$ cat config.mk
export PLATFORM = sky130hd
export DESIGN_NAME = store_write_buffer
export DESIGN_NICKNAME = d
export VERILOG_FILES = /design/src/rtl/store_write_buffer.sv
export SDC_FILE = /design/constraint.sdc
export NUM_CORES = 1
export LEC_CHECK = 0
export ABC_AREA = 1
export CAP_MARGIN = 25
export CELL_PAD_IN_SITES_DETAIL_PLACEMENT = 1
export CELL_PAD_IN_SITES_GLOBAL_PLACEMENT = 1
export CORE_UTILIZATION = 45
export CTS_BUF_LIST = sky130_fd_sc_hd__clkbuf_2
export CTS_CLUSTER_DIAMETER = 150
export DETAILED_ROUTE_END_ITERATION = 6
export PLACE_DENSITY_LB_ADDON = 0.1
export SYNTH_ARGS = -nofsm -noshare
export SYNTH_HDL_FRONTEND = slang
export SYNTH_SLANG_ARGS = --single-unit
$ cat constraint.sdc
create_clock -name clk -period 7.6 [get_ports clk]
set_input_delay 1.14 -clock clk [delete_from_list [all_inputs] [get_ports clk]]
set_output_delay 1.14 -clock clk [all_outputs]
set_load 0.1 [all_outputs]
$ cat src/rtl/store_write_buffer.sv
// In-order store write buffer: DEPTH-entry FIFO draining to memory, with a
// combinational load-overlap query. Optional store-to-load forwarding: STORE_BUFFER_FORWARD_EN.
module store_write_buffer #(
    parameter int DEPTH = 4
) (
    input  logic        clk,
    input  logic        reset,
    input  logic        st_valid,
    output logic        st_ready,
    input  logic [31:0] st_addr,
    input  logic [1:0]  st_type,
    input  logic [63:0] st_data,
    output logic        mem_req,
    input  logic        mem_ack,
    output logic [31:0] mem_addr,
    output logic [1:0]  mem_type,
    output logic [63:0] mem_data,
    input  logic [31:0] ld_addr,
    input  logic [1:0]  ld_type,
    output logic        ld_dep,
    output logic        ld_fwd_hit,
    output logic [63:0] ld_fwd_data,
    output logic        empty,
    output logic        full,
    output logic [3:0]  count
);
    localparam int PTR_W = $clog2(DEPTH);

    logic [31:0]      addr_q [DEPTH];
    logic [1:0]       type_q [DEPTH];
    logic [63:0]      data_q [DEPTH];
    logic [PTR_W-1:0] head_q, head_d, tail_q, tail_d;
    logic [3:0]       count_q, count_d;
    logic             enq, ret;

    // Exclusive end of a byte range, one bit wider so the top of memory never wraps.
    function automatic logic [32:0] range_end(input logic [31:0] a, input logic [1:0] t);
        return {1'b0, a} + (33'd1 << t);
    endfunction

    function automatic logic overlaps(input logic [31:0] e_addr, input logic [1:0] e_type,
                                      input logic [31:0] q_addr, input logic [32:0] q_end);
        logic [32:0] e_end;
        e_end = range_end(e_addr, e_type);
        return (q_addr == e_addr)
            || (e_addr > q_addr && q_end > {1'b0, e_addr})
            || (q_addr > e_addr && e_end > {1'b0, q_addr});
    endfunction

    assign empty    = (count_q == 4'd0);
    assign full     = (count_q == 4'(DEPTH));
    assign count    = count_q;
    assign st_ready = ~full;
    assign mem_req  = ~empty;
    assign mem_addr = addr_q[head_q];
    assign mem_type = type_q[head_q];
    assign mem_data = data_q[head_q];

    // A full buffer refuses stores even when the head retires this same cycle.
    assign enq = st_valid & ~full;
    assign ret = mem_ack & ~empty;

    always_comb begin
        head_d  = head_q;
        tail_d  = tail_q;
        count_d = count_q;
        if (enq) tail_d = tail_q + PTR_W'(1);
        if (ret) head_d = head_q + PTR_W'(1);
        case ({enq, ret})
            2'b10:   count_d = count_q + 4'd1;
            2'b01:   count_d = count_q - 4'd1;
            default: count_d = count_q;
        endcase
    end

    always_ff @(posedge clk) begin
        if (reset) begin
            head_q  <= '0;
            tail_q  <= '0;
            count_q <= '0;
        end else begin
            head_q  <= head_d;
            tail_q  <= tail_d;
            count_q <= count_d;
        end
    end

    // NOTE: entry storage has no reset; an entry is meaningful only while count covers it.
    always_ff @(posedge clk) begin
        if (enq) begin
            addr_q[tail_q] <= st_addr;
            type_q[tail_q] <= st_type;
            data_q[tail_q] <= st_data;
        end
    end

    // Walk entries oldest to youngest so the last overlap seen is the youngest one.
    logic [32:0]      ld_end;
    logic [PTR_W-1:0] idx;
    logic             ovl_any;
`ifdef STORE_BUFFER_FORWARD_EN
    logic [PTR_W-1:0] yng_idx;
`endif

    always_comb begin
        ld_end  = range_end(ld_addr, ld_type);
        ovl_any = 1'b0;
        idx     = head_q;
`ifdef STORE_BUFFER_FORWARD_EN
        yng_idx = head_q;
`endif
        for (int i = 0; i < DEPTH; i++) begin
            idx = head_q + PTR_W'(i);
            if (4'(i) < count_q && overlaps(addr_q[idx], type_q[idx], ld_addr, ld_end)) begin
                ovl_any = 1'b1;
`ifdef STORE_BUFFER_FORWARD_EN
                yng_idx = idx;
`endif
            end
        end
    end

`ifdef STORE_BUFFER_FORWARD_EN
    logic fwd_ok;

    always_comb begin
        fwd_ok      = ovl_any && (addr_q[yng_idx] == ld_addr) && (type_q[yng_idx] >= ld_type);
        ld_fwd_hit  = fwd_ok;
        ld_dep      = ovl_any & ~fwd_ok;
        ld_fwd_data = '0;
        if (fwd_ok) begin
            case (ld_type)
                2'd0:    ld_fwd_data = {56'd0, data_q[yng_idx][7:0]};
                2'd1:    ld_fwd_data = {48'd0, data_q[yng_idx][15:0]};
                2'd2:    ld_fwd_data = {32'd0, data_q[yng_idx][31:0]};
                default: ld_fwd_data = data_q[yng_idx];
            endcase
        end
    end
`else
    assign ld_dep      = ovl_any;
    assign ld_fwd_hit  = 1'b0;
    assign ld_fwd_data = '0;
`endif

endmodule

==> flow_metrics.tcl <==
set metrics [dict create \
    ys_warn_count 0 \
    core_area_sq_mm 0.07003 \
    ys.flop_type "edfxtp_1" \
    p_total_w 0.01645 \
    synth_edf_count 392 \
    synthCells 3862 \
    fmax_ghz 0.1369 \
    cts_hold_buf 0 \
    end_kind "output pin" \
    grt_usage_pct 32.02 \
    die_area_sq_mm 0.07183 \
    drt_drc_violations_left 0 \
    clk_latency_ns 1.02 \
    status "finished clean" \
    start_util_pct 45.48 \
    finClkSkew_ns 0.1103 \
    cp_max_fo 9 \
    power_leakage_nw 16.43 \
    syn_area_sq_mm 0.03185 \
    tightest_slew_ns 1.148 \
    switchingPower_w 0.009905 \
    final_layout_size_suffix_gt1_share_pct 9.927 \
    die_w_microns 268.0 \
    internal_power_w 0.006546 \
    via_per_inst 5.589 \
    syn_to_final_growth_pct 16.29 \
    grt_pass1_vias 29210 \
    grt_max_degree 105 \
    p_per_area_mw_per_mm2 444.3 \
    cts_tree "done" \
    worstPathRequired_ns 6.46 \
    crit_path_max_incr_delay_ns 0.42 \
    setup_violations 0 \
    drtIter0Drc 1660 \
    drtAntennaViolNets 0 \
    fin_cells 5213 \
    io_buffers 242 \
    via_count 29140 \
    wl_per_cell_microns 22.51 \
    clock-sinks 402 \
    gp_congestion 0.9708 \
    start_kind "flip-flop" \
    ys_seq_area_share_pct 37.59 \
    synth_cell_type_count 60 \
    final_cell_mix "740 x nand2_1, 482 x inv_1, 412 x ha_1" \
    ys_ff_latch 402 \
    p_comb_share_pct 75.4 \
    clk_pin_slew_worst_paths_ns 0.11 \
    final_nets 4759 \
    switching_share_pct 60.21 \
    cts_max_path_buffers 3 \
    slew_headroom_pct 22.65 \
    ir_drop_uv 498.6 \
    drv_slew 0 \
    cts_root_buffer "clkbuf_2" \
    io_pins 308 \
    worst_path_most_repeated_cell "nand2_1" \
    async_flop_share_pct 0 \
    syn_avg_cell_area_sq_um 8.246 \
    p_clk_share_pct 8.0 \
    min_period_ns 7.307 \
    cp.arrival_ns 6.17 \
    dp_hpwl_microns 91800 \
    critPathKind "flip-flop to output pin" \
    firstDrtPassIters 6 \
    antenna_found_initial 12 \
    min_path_type "flip-flop to flip-flop" \
    final_common_cell "nand2_1" \
    h-tree-depth 3 \
    dp_cells 5016 \
    fp.dieH_microns 268.0 \
    fin_crit_sh_pct 96.14 \
    grt_pass1_wl_microns 171700 \
    grt-ovfl-total 0 \
    cp_slowest_cell "dfxtp_4" \
    routed_wl_microns 117300 \
    power_frac_seq_pct 16.6 \
    cap_violations 0 \
    finalHoldViolations 0 \
    row_count 97 \
    numCtsBuffers 90 \
]
-- worst paths after layout --
check	from	cells after the start	endpoint	slack, ns
worst max-delay path	head_q[0]	37	ld_dep	0.29
worst min-delay path	tail_q[0]	2	tail_q[0]	0.58
worst max register to register	count[0]	9	addr_q[0][7]	4.11
worst min register to register	tail_q[0]	2	tail_q[0]	0.58
-- critical path, delay by kind of cell (launching register included) --
family | cells | cell delay, ns
adder cells (fa/ha/maj) | 3 | 0.75
XOR/XNOR | 1 | 0.17
flip-flops | 1 | 0.42
AND/OR/NAND/NOR | 20 | 2.07
buffers and inverters | 8 | 0.90
AO/OA/AOI/OAI | 5 | 0.86
-- state kept, by name (all words and copies together), names as in the netlist, named ones only --
register / flops
type_q: 8
count: 4
tail_q: 2
data_q: 256
addr_q: 128
head_q: 2
-- power by group through the flow --
| stage | Combinational [W] | Clock, W | Sequential, W |
|---|---|---|---|
| after detailed placement | 0.0119 | 0 | 0.00279 |
| final | 0.0124 | 0.00131 | 0.00273 |
| after CTS | 0.0120 | 0.00136 | 0.00273 |
| after global placement | 0.0117 | 0 | 0.00278 |
| after global routing | 0.0134 | 0.00145 | 0.00275 |
| after floorplan | 0.00826 | 0 | 0.00281 |
-- layer usage --
layer  part of all wire [%]  up-vias  wire length, microns  global-route usage [%]
li1                       -    13780                     -                       -
met1                     43    14330                 50410                   41.16
met2                     47      776                 55310                   53.17
met3                    5.5      232                  6487                   5.022
met4                    4.2       20                  4985                   14.01
met5                   0.12        -                   139                       0
-- synth_stat cells (all sizes together), types with 9 or more instances --
cell	count	area [sq um]
or2	14	87.58
nor4	27	181.4
nor3	47	282.8
o21a	16	120.1
o22ai	76	475.5
ha	413	5167
dfxtp	10	200.2
xnor2	15	131.4
nor2	423	1673
o21ai	351	1809
nand2	761	2887
a22oi	12	90.09
buf	116	793.3
nand4	80	519.3
nand3	118	620.6
o211ai	11	82.58
a21oi	234	1175
a21o	11	82.58
edfxtp	392	11770
xor2	121	1060
clkbuf	54	202.7
inv	496	1867
nand3b	9	67.56
-- final cells by class --
cell class                 count  area [sq um]
antenna                        2         5.005
inverter                     497          1884
clock inverter                39         200.2
multi-input combinational   2858         17800
timing repair buffer         356          3385
tap                          940          1176
fill                        8524         33000
sequential                   402         11990
clock buffer                 119         595.6
-- stage by stage --
stage / hold slack, ns / setup WS (ns) / utilization (%) / cell area (sq um) / TNS, ns
6_report: 0.5801 / 0.2934 / 52.88 / 37030 / 0
5_1_grt: 0.6207 / -0.09246 / 52.88 / 37030 / -0.09246
4_1_cts: 0.5833 / 0.02763 / 52.00 / 36420 / 0
3_5_place_dp: 0.5664 / 0.2533 / 50.56 / 35410 / 0
3_3_place_gp: 0.5384 / 0.1728 / 50.54 / 35390 / 0
2_1_floorplan: 0.5005 / -0.2317 / - / 32130 / -90.93
-- kinds of logic after synthesis --
group / share of synthesized area [%]
multiplexers: 0.03143
XOR/XNOR: 3.740
AND/OR/NAND/NOR: 20.14
flip-flops: 37.59
AO/OA/AOI/OAI: 12.94
adder cells (fa/ha/maj): 16.54
other: 0.01178
buffers and inverters: 9.001
-- what timing repair did --
action | in CTS | in global routing
setup endpoints to repair | 1 | 1
pin swaps | 2 | 24
hold endpoints to repair | 0 | 0
setup buffers | 8 | 28
gates resized for setup | 41 | 102
cloned | 0 | 1
Power figures use the tool's default switching activity.
